--- config.mk ---
export PLATFORM = sky130hd
export DESIGN_NAME = comparador_4b_reg
export DESIGN_NICKNAME = d
export VERILOG_FILES = /design/src/rtl/comparador_4b_reg.sv
export SDC_FILE = /design/constraint.sdc
export NUM_CORES = 1
export LEC_CHECK = 0
export CAP_MARGIN = 20
export CORE_MARGIN = 4
export CORE_UTILIZATION = 49
export DETAILED_ROUTE_END_ITERATION = 10
export MAX_ROUTING_LAYER = met4
export PLACE_DENSITY = 0.89
export SLEW_MARGIN = 20
export SYNTH_ARGS = -nofsm -noshare
export SYNTH_HDL_FRONTEND = slang
export SYNTH_SLANG_ARGS = --single-unit
--- constraint.sdc ---
create_clock -name clk -period 7.2 [get_ports clk]
set_input_delay 2.16 -clock clk [delete_from_list [all_inputs] [get_ports clk]]
set_output_delay 2.16 -clock clk [all_outputs]
set_load 0.05 [all_outputs]
--- src/rtl/comparador_4b_reg.sv ---
// Registered magnitude comparator stage: one-hot G/L/E flags, max/min/|A-B|,
// and saturating per-outcome event counters. One cycle latency, full throughput.
module comparador_4b_reg #(
  parameter int WIDTH = 4,
  parameter int CNT_W = 8
) (
  input  logic             clk,
  input  logic             rstn,
  input  logic [WIDTH-1:0] a,
  input  logic [WIDTH-1:0] b,
  input  logic             in_valid,
  input  logic             signed_mode,
  input  logic             cnt_clr,
  output logic             G,
  output logic             L,
  output logic             E,
  output logic             out_valid,
  output logic [WIDTH-1:0] max_out,
  output logic [WIDTH-1:0] min_out,
  output logic [WIDTH-1:0] abs_diff,
  output logic [CNT_W-1:0] cnt_g,
  output logic [CNT_W-1:0] cnt_l,
  output logic [CNT_W-1:0] cnt_e
);

  localparam logic [CNT_W-1:0] CNT_ONE = {{(CNT_W-1){1'b0}}, 1'b1};
  localparam logic [CNT_W-1:0] CNT_MAX = {CNT_W{1'b1}};

  logic             a_gt_b;
  logic             a_lt_b;
  logic             a_eq_b;
  logic [WIDTH-1:0] max_next;
  logic [WIDTH-1:0] min_next;
  logic [WIDTH-1:0] diff_next;
  logic [2:0]       hit;

  logic             g_reg;
  logic             l_reg;
  logic             e_reg;
  logic             out_valid_reg;
  logic [WIDTH-1:0] max_reg;
  logic [WIDTH-1:0] min_reg;
  logic [WIDTH-1:0] diff_reg;

  always_comb begin
    a_eq_b = (a == b);
    if (signed_mode) begin
      a_gt_b = ($signed(a) > $signed(b));
    end else begin
      a_gt_b = (a > b);
    end
    a_lt_b   = ~a_gt_b & ~a_eq_b;
    max_next = a_lt_b ? b : a;
    min_next = a_lt_b ? a : b;
    // max - min is non-negative and below 2^WIDTH in both modes, so the
    // WIDTH-bit modular difference equals the truncated WIDTH+1-bit one.
    diff_next = max_next - min_next;
    hit       = {a_eq_b, a_lt_b, a_gt_b};
  end

  always_ff @(posedge clk) begin
    if (!rstn) begin
      g_reg         <= 1'b0;
      l_reg         <= 1'b0;
      e_reg         <= 1'b0;
      out_valid_reg <= 1'b0;
      max_reg       <= '0;
      min_reg       <= '0;
      diff_reg      <= '0;
    end else begin
      out_valid_reg <= in_valid;
      if (in_valid) begin
        g_reg    <= a_gt_b;
        l_reg    <= a_lt_b;
        e_reg    <= a_eq_b;
        max_reg  <= max_next;
        min_reg  <= min_next;
        diff_reg <= diff_next;
      end
    end
  end

  // Counter index 0 = greater, 1 = less, 2 = equal; clear beats a same-cycle hit.
  for (genvar gi = 0; gi < 3; gi++) begin : g_cnt
    logic [CNT_W-1:0] cnt_reg;
    always_ff @(posedge clk) begin
      if (!rstn || cnt_clr) begin
        cnt_reg <= '0;
      end else if (in_valid && hit[gi] && (cnt_reg != CNT_MAX)) begin
        cnt_reg <= cnt_reg + CNT_ONE;
      end
    end
  end

  assign G         = g_reg;
  assign L         = l_reg;
  assign E         = e_reg;
  assign out_valid = out_valid_reg;
  assign max_out   = max_reg;
  assign min_out   = min_reg;
  assign abs_diff  = diff_reg;
  assign cnt_g     = g_cnt[0].cnt_reg;
  assign cnt_l     = g_cnt[1].cnt_reg;
  assign cnt_e     = g_cnt[2].cnt_reg;

endmodule

== Word level (Yosys, flattened, before mapping) ==
Index checks and enable logic that the tools add are counted.

* Eq/ne operators: 4
* Reduce and logical (&&, ||, !) cells: 8
* Add/sub/neg operators: 4
* Bitwise gates (word level): 3
* Multiplexer cells: 3
* $lt $le $gt $ge: 2

{| class="wikitable"
|+ Operator list
! kind !! number
|-
| 8-bit by 1-bit adder with 8-bit output, second input constant || 3
|-
| 8-bit inequality test, second input constant || 3
|-
| 4-bit > comparator || 2
|-
| 4-bit two-way mux || 2
|-
| 1-bit logical AND || 6
|-
| 4-bit equality test || 1
|-
| 4-bit subtractor || 1
|-
| 1-bit inverter || 2
|-
| 1-bit AND || 1
|-
| 1-bit logical NOT || 1
|-
| 1-bit logical OR || 1
|-
| 1-bit two-way mux || 1
|}

* Input bits: 13
* Register bits: 40

== Logic depth before layout (Yosys ltp) ==
* Word-level depth: 6
* Gate-level depth with buffers: 11
* Mapped depth without buffers: 9

== Worst setup path after synthesis ==
No wires, ideal clock.

* Path kind: input-to-reg
* From: in b[3]
* To: reg diff_reg[3], in the netlist abs_diff[3]
* Stages: 9
* Data required time: 7.084 ns
* Setup slack: 2.885 ns
* Setup time: 0.116 ns
* Buffers on the path: 1
* Arrival: 4.200 ns
* Cells stage by stage: inv_1 -> ha_1 -> mux2i_1 -> mux2i_2 -> or3_1 -> buf_4 -> mux2i_1 -> or4_1 -> a31o_1

* Longest elaborated chain between the ends: 6
* Elaborated cells between the ends (all ways): 10
* Classes of those cells: 1 x add/sub; 2 x order compare; 1 x eq/ne; 3 x mux; 3 x bitwise

{| class="wikitable"
|+ Ends and longest elaborated chain
! item !! RTL line !! text
|-
| start: declaration || 10 || <nowiki>input logic [WIDTH-1:0] b,</nowiki>
|-
| 4-bit > comparator (on tied branches) || 50, 48 ||
|-
| 1-bit two-way mux || 47 || <nowiki>if (signed_mode) begin</nowiki>
|-
| 1-bit inverter || 52 || <nowiki>a_lt_b = ~a_gt_b & ~a_eq_b;</nowiki>
|-
| 1-bit AND || 52 ||
|-
| 4-bit two-way mux (on tied branches) || 53, 54 ||
|-
| 4-bit subtractor * || 57 || <nowiki>diff_next = max_next - min_next;</nowiki>
|-
| end signal: assignment || 78 || <nowiki>diff_reg <= diff_next;</nowiki>
|-
| end: declaration || 43 || <nowiki>logic [WIDTH-1:0] diff_reg;</nowiki>
|}

Every way passes the cells marked *; elsewhere a longest branch is shown, timed or not.
A chain may end at the register's enable or synchronous reset.

== Final worst setup path ==
* From: in b[2]
* To: reg diff_reg[3], in the netlist abs_diff[3]

The elaborated chain is that of the path after synthesis.

==> metrics.md <==
| Metric | Value |
|---|---|
| Status | `complete, no violations` |
| Net Count, Synth | `245` |
| First DRT Iteration DRCs | `146` |
| Lkg Pwr | `0.00107 uW` |
| Hold Buf Count CTS | `0` |
| Reg2reg start | `cnt_l[0]$_SDFFE_PP0P_` |
| Hold WC Path Type | `register to register` |
| Vias | `1751` |
| Number of synthesized flops with an enable pin | `0` |
| Multi-input gate area | `1110 um^2` |
| CTS Buffer Depth | `2` |
| Worst Setup Path Type | `primary input to register` |
| WP data required | `7.39 ns` |
| Final critical-path share of the clock period | `68.8%` |
| Crit-path cells | `clkdlybuf4s50_1 > inv_1 > ha_1 > nand2_1 > a211oi_2 > or3_1 > a211oi_1 > or4_1 > a31o_1` |
| Post-Syn Instances | `224` |
| Synth warn | `0` |
| Placed Instances | `313` |
| GRT overflow | `0` |
| WL/cell | `14.0 um` |
| I/O Pins | `53` |
| Top Family by Delay on Critical Path | `simple AND/OR/NAND/NOR gates` |
| Clk root buf | `clkbuf_8` |
| Worst Tran Pin Value | `1.11 ns` |
| Crit-path max cell delay | `0.61 ns` |
| Skew final | `0.00403 ns` |
| Buf+Inv Stages, Crit Path | `2` |
| Ant diodes | `0` |
| Starting density of the core | `52.4%` |
| Total Routing Usage GR | `19.1%` |
| Crit path from | `b[2]` |
| CTS H-tree depth | `2` |
| Final Max Slew Viols | `0` |
| Final setup violation count | `0` |
| CTS clk-pin slew, worst paths | `0.08 ns` |
| Worst slew margin | `25.7%` |
| Storage cell area | `801 um^2` |
| DR pass1 iterations | `4` |
| Final Hold Vio Count | `0` |
| Die height | `71.7 um` |
| Core footprint | `3800 um^2` |
| Port Buffer Count | `52` |
| Synth area leaders | `dfxtp_1, xor2_1, mux2i_1, ha_1, nor2_1` |
| CP max FO | `17` |
| Commonest cells after routing, fill and taps aside | `clkdlybuf4s50_1, dfxtp_1, nor2_1` |
| Post-synth cell types | `38` |
| Top_reg_cell synth | `dfxtp_1` |
| P per Cell Area | `201 nW/um^2` |
| P&R area growth vs syn | `32.5%` |
| Setup crit start kind | `primary input` |
| Rows | `22` |
| HP Start | `min_out[2]$_SDFFE_PN0P_` |
| TritonCTS Buffers | `5` |
| Sequential fraction of the synthesis area | `40.2%` |
| Post-CTS Resized | `0` |
| Setup_tns | `0 ns` |
| Fmax | `0.202 GHz` |
| Number of global-route vias before repair | `1672` |
| Synthesized area | `1990 um^2` |
| Antenna Violating Nets Remaining | `0` |
| Ys async rst share | `0%` |
| Worst vdd ir | `0.145 mV` |
| Antenna violations before repair | `0` |
| Share of the synthesized area in the top cell type | `40.2%` |
| First-pass GRT wire length | `7600 um` |
| Final wirelength | `4500 um` |
| Fill count | `324` |
| Die Width | `71.7 um` |
| Synth Area per Inst | `8.89 um^2` |
| Most common library cell in the layout ignoring fill and taps | `clkdlybuf4s50_1` |
| DP HPWL | `3240 um` |
| Fraction of layout cells with a size suffix above 1 | `4.40%` |
| Clk sinks | `40` |
| Final hold slack | `0.484 ns` |
| Leading area contributor after synthesis | `dfxtp_1` |
| CP max stage cell | `or3_1` |
| RSZ-0062 raised after global routing | `false` |
| Register bit total from synthesis | `40` |
| Clk_lat worst skew | `0.30 ns` |
| Die ar. | `5150 um^2` |
| CTS tree | `done` |
| Fin nets | `293` |
| Post-route minimum period | `4.95 ns` |
| Endpoint class of the critical path | `register` |
| Largest net degree at the start of global routing | `31` |
| Worst EP arrival | `5.15 ns` |
| Post-route DRC | `0` |
| MaxCap Viol Count | `0` |
| Post-Layout Cell Count | `321` |
| Via/cell ratio | `5.45` |
| Routability congestion estimate | `0.847` |
| Post-CTS Setup Repair Bufs | `0` |
==> layout make-up <==
cell class                 instances  area share (%)
multi-input combinational        164            42.1
inverter                           9            1.28
timing repair buffer              52            19.7
clock inverter                     3            1.61
tap                               48            2.28
sequential                        40            30.4
clock buffer                       5            2.61
==> worst reg2reg max path, delay by kind of cell, from the launching register on <==
family	cells	cell delay, ns
flip-flops	1	0.35
adder cells (fa/ha/maj)	1	0.26
AND/OR/NAND/NOR	4	1.02
XOR/XNOR	1	0.19
AO/OA/AOI/OAI	1	0.09
==> worst paths after layout <==
path	end	depth (start not counted)	slack (ns)
worst min register to register	min_out[2]$_SDFFE_PN0P_	1	0.48
worst max-delay path	abs_diff[3]$_SDFFE_PN0P_	9	2.25
worst max register to register	cnt_l[5]$_SDFFE_PP0P_	7	5.14
worst min-delay path	min_out[2]$_SDFFE_PN0P_	1	0.48
==> metrics by stage <==
stage	total power, uW	utilization, %	instance area (um^2)	setup slack, ns
after floorplan	319	-	1990	2.88
final	531	69.4	2640	2.25
after global placement	350	66.5	2530	2.09
after CTS	532	69.4	2640	2.27
after global routing	552	69.4	2640	2.11
after detailed placement	352	66.5	2530	1.98
==> cells in the mapped netlist (all sizes together) (2+ instances only) <==
cell    number
mux2i       13
and3         4
o211ai       4
o211a        8
nor2b        7
inv          9
a21oi        6
nand3        9
o21a         2
dfxtp       40
nand4        9
nor2        25
xnor2        5
o21ai        2
clkbuf      10
xor2        14
nor4         2
or3          2
ha           8
a211oi       2
nand2b       5
and2         3
nand2       20
nor3         2
o31ai        3
==> layer usage <==
metal | up-vias | global-route usage, % | wire [um]
li1 | 876 | - | -
met1 | 816 | 22.8 | 2020
met2 | 55 | 30.7 | 2160
met3 | 4 | 5.89 | 274
met4 | 0 | 5.64 | 47
met5 | - | - | 0
==> logic make-up after synthesis <==
| group | share of synthesized area, % |
|---|---|
| compound gates | 12.1 |
| xor+xnor | 8.36 |
| fa+ha+maj | 5.03 |
| buf+inv | 3.96 |
| flops | 40.2 |
| mux | 6.73 |
| simple gates | 23.6 |
==> where the power goes <==
group          internal [uW]  total [uW]  switching [uW]
sequential               230         235            5.06
clock                    103         183            80.4
combinational           42.9         113            70.5
total                    375         531             156
(Power assumes the default switching activity.)
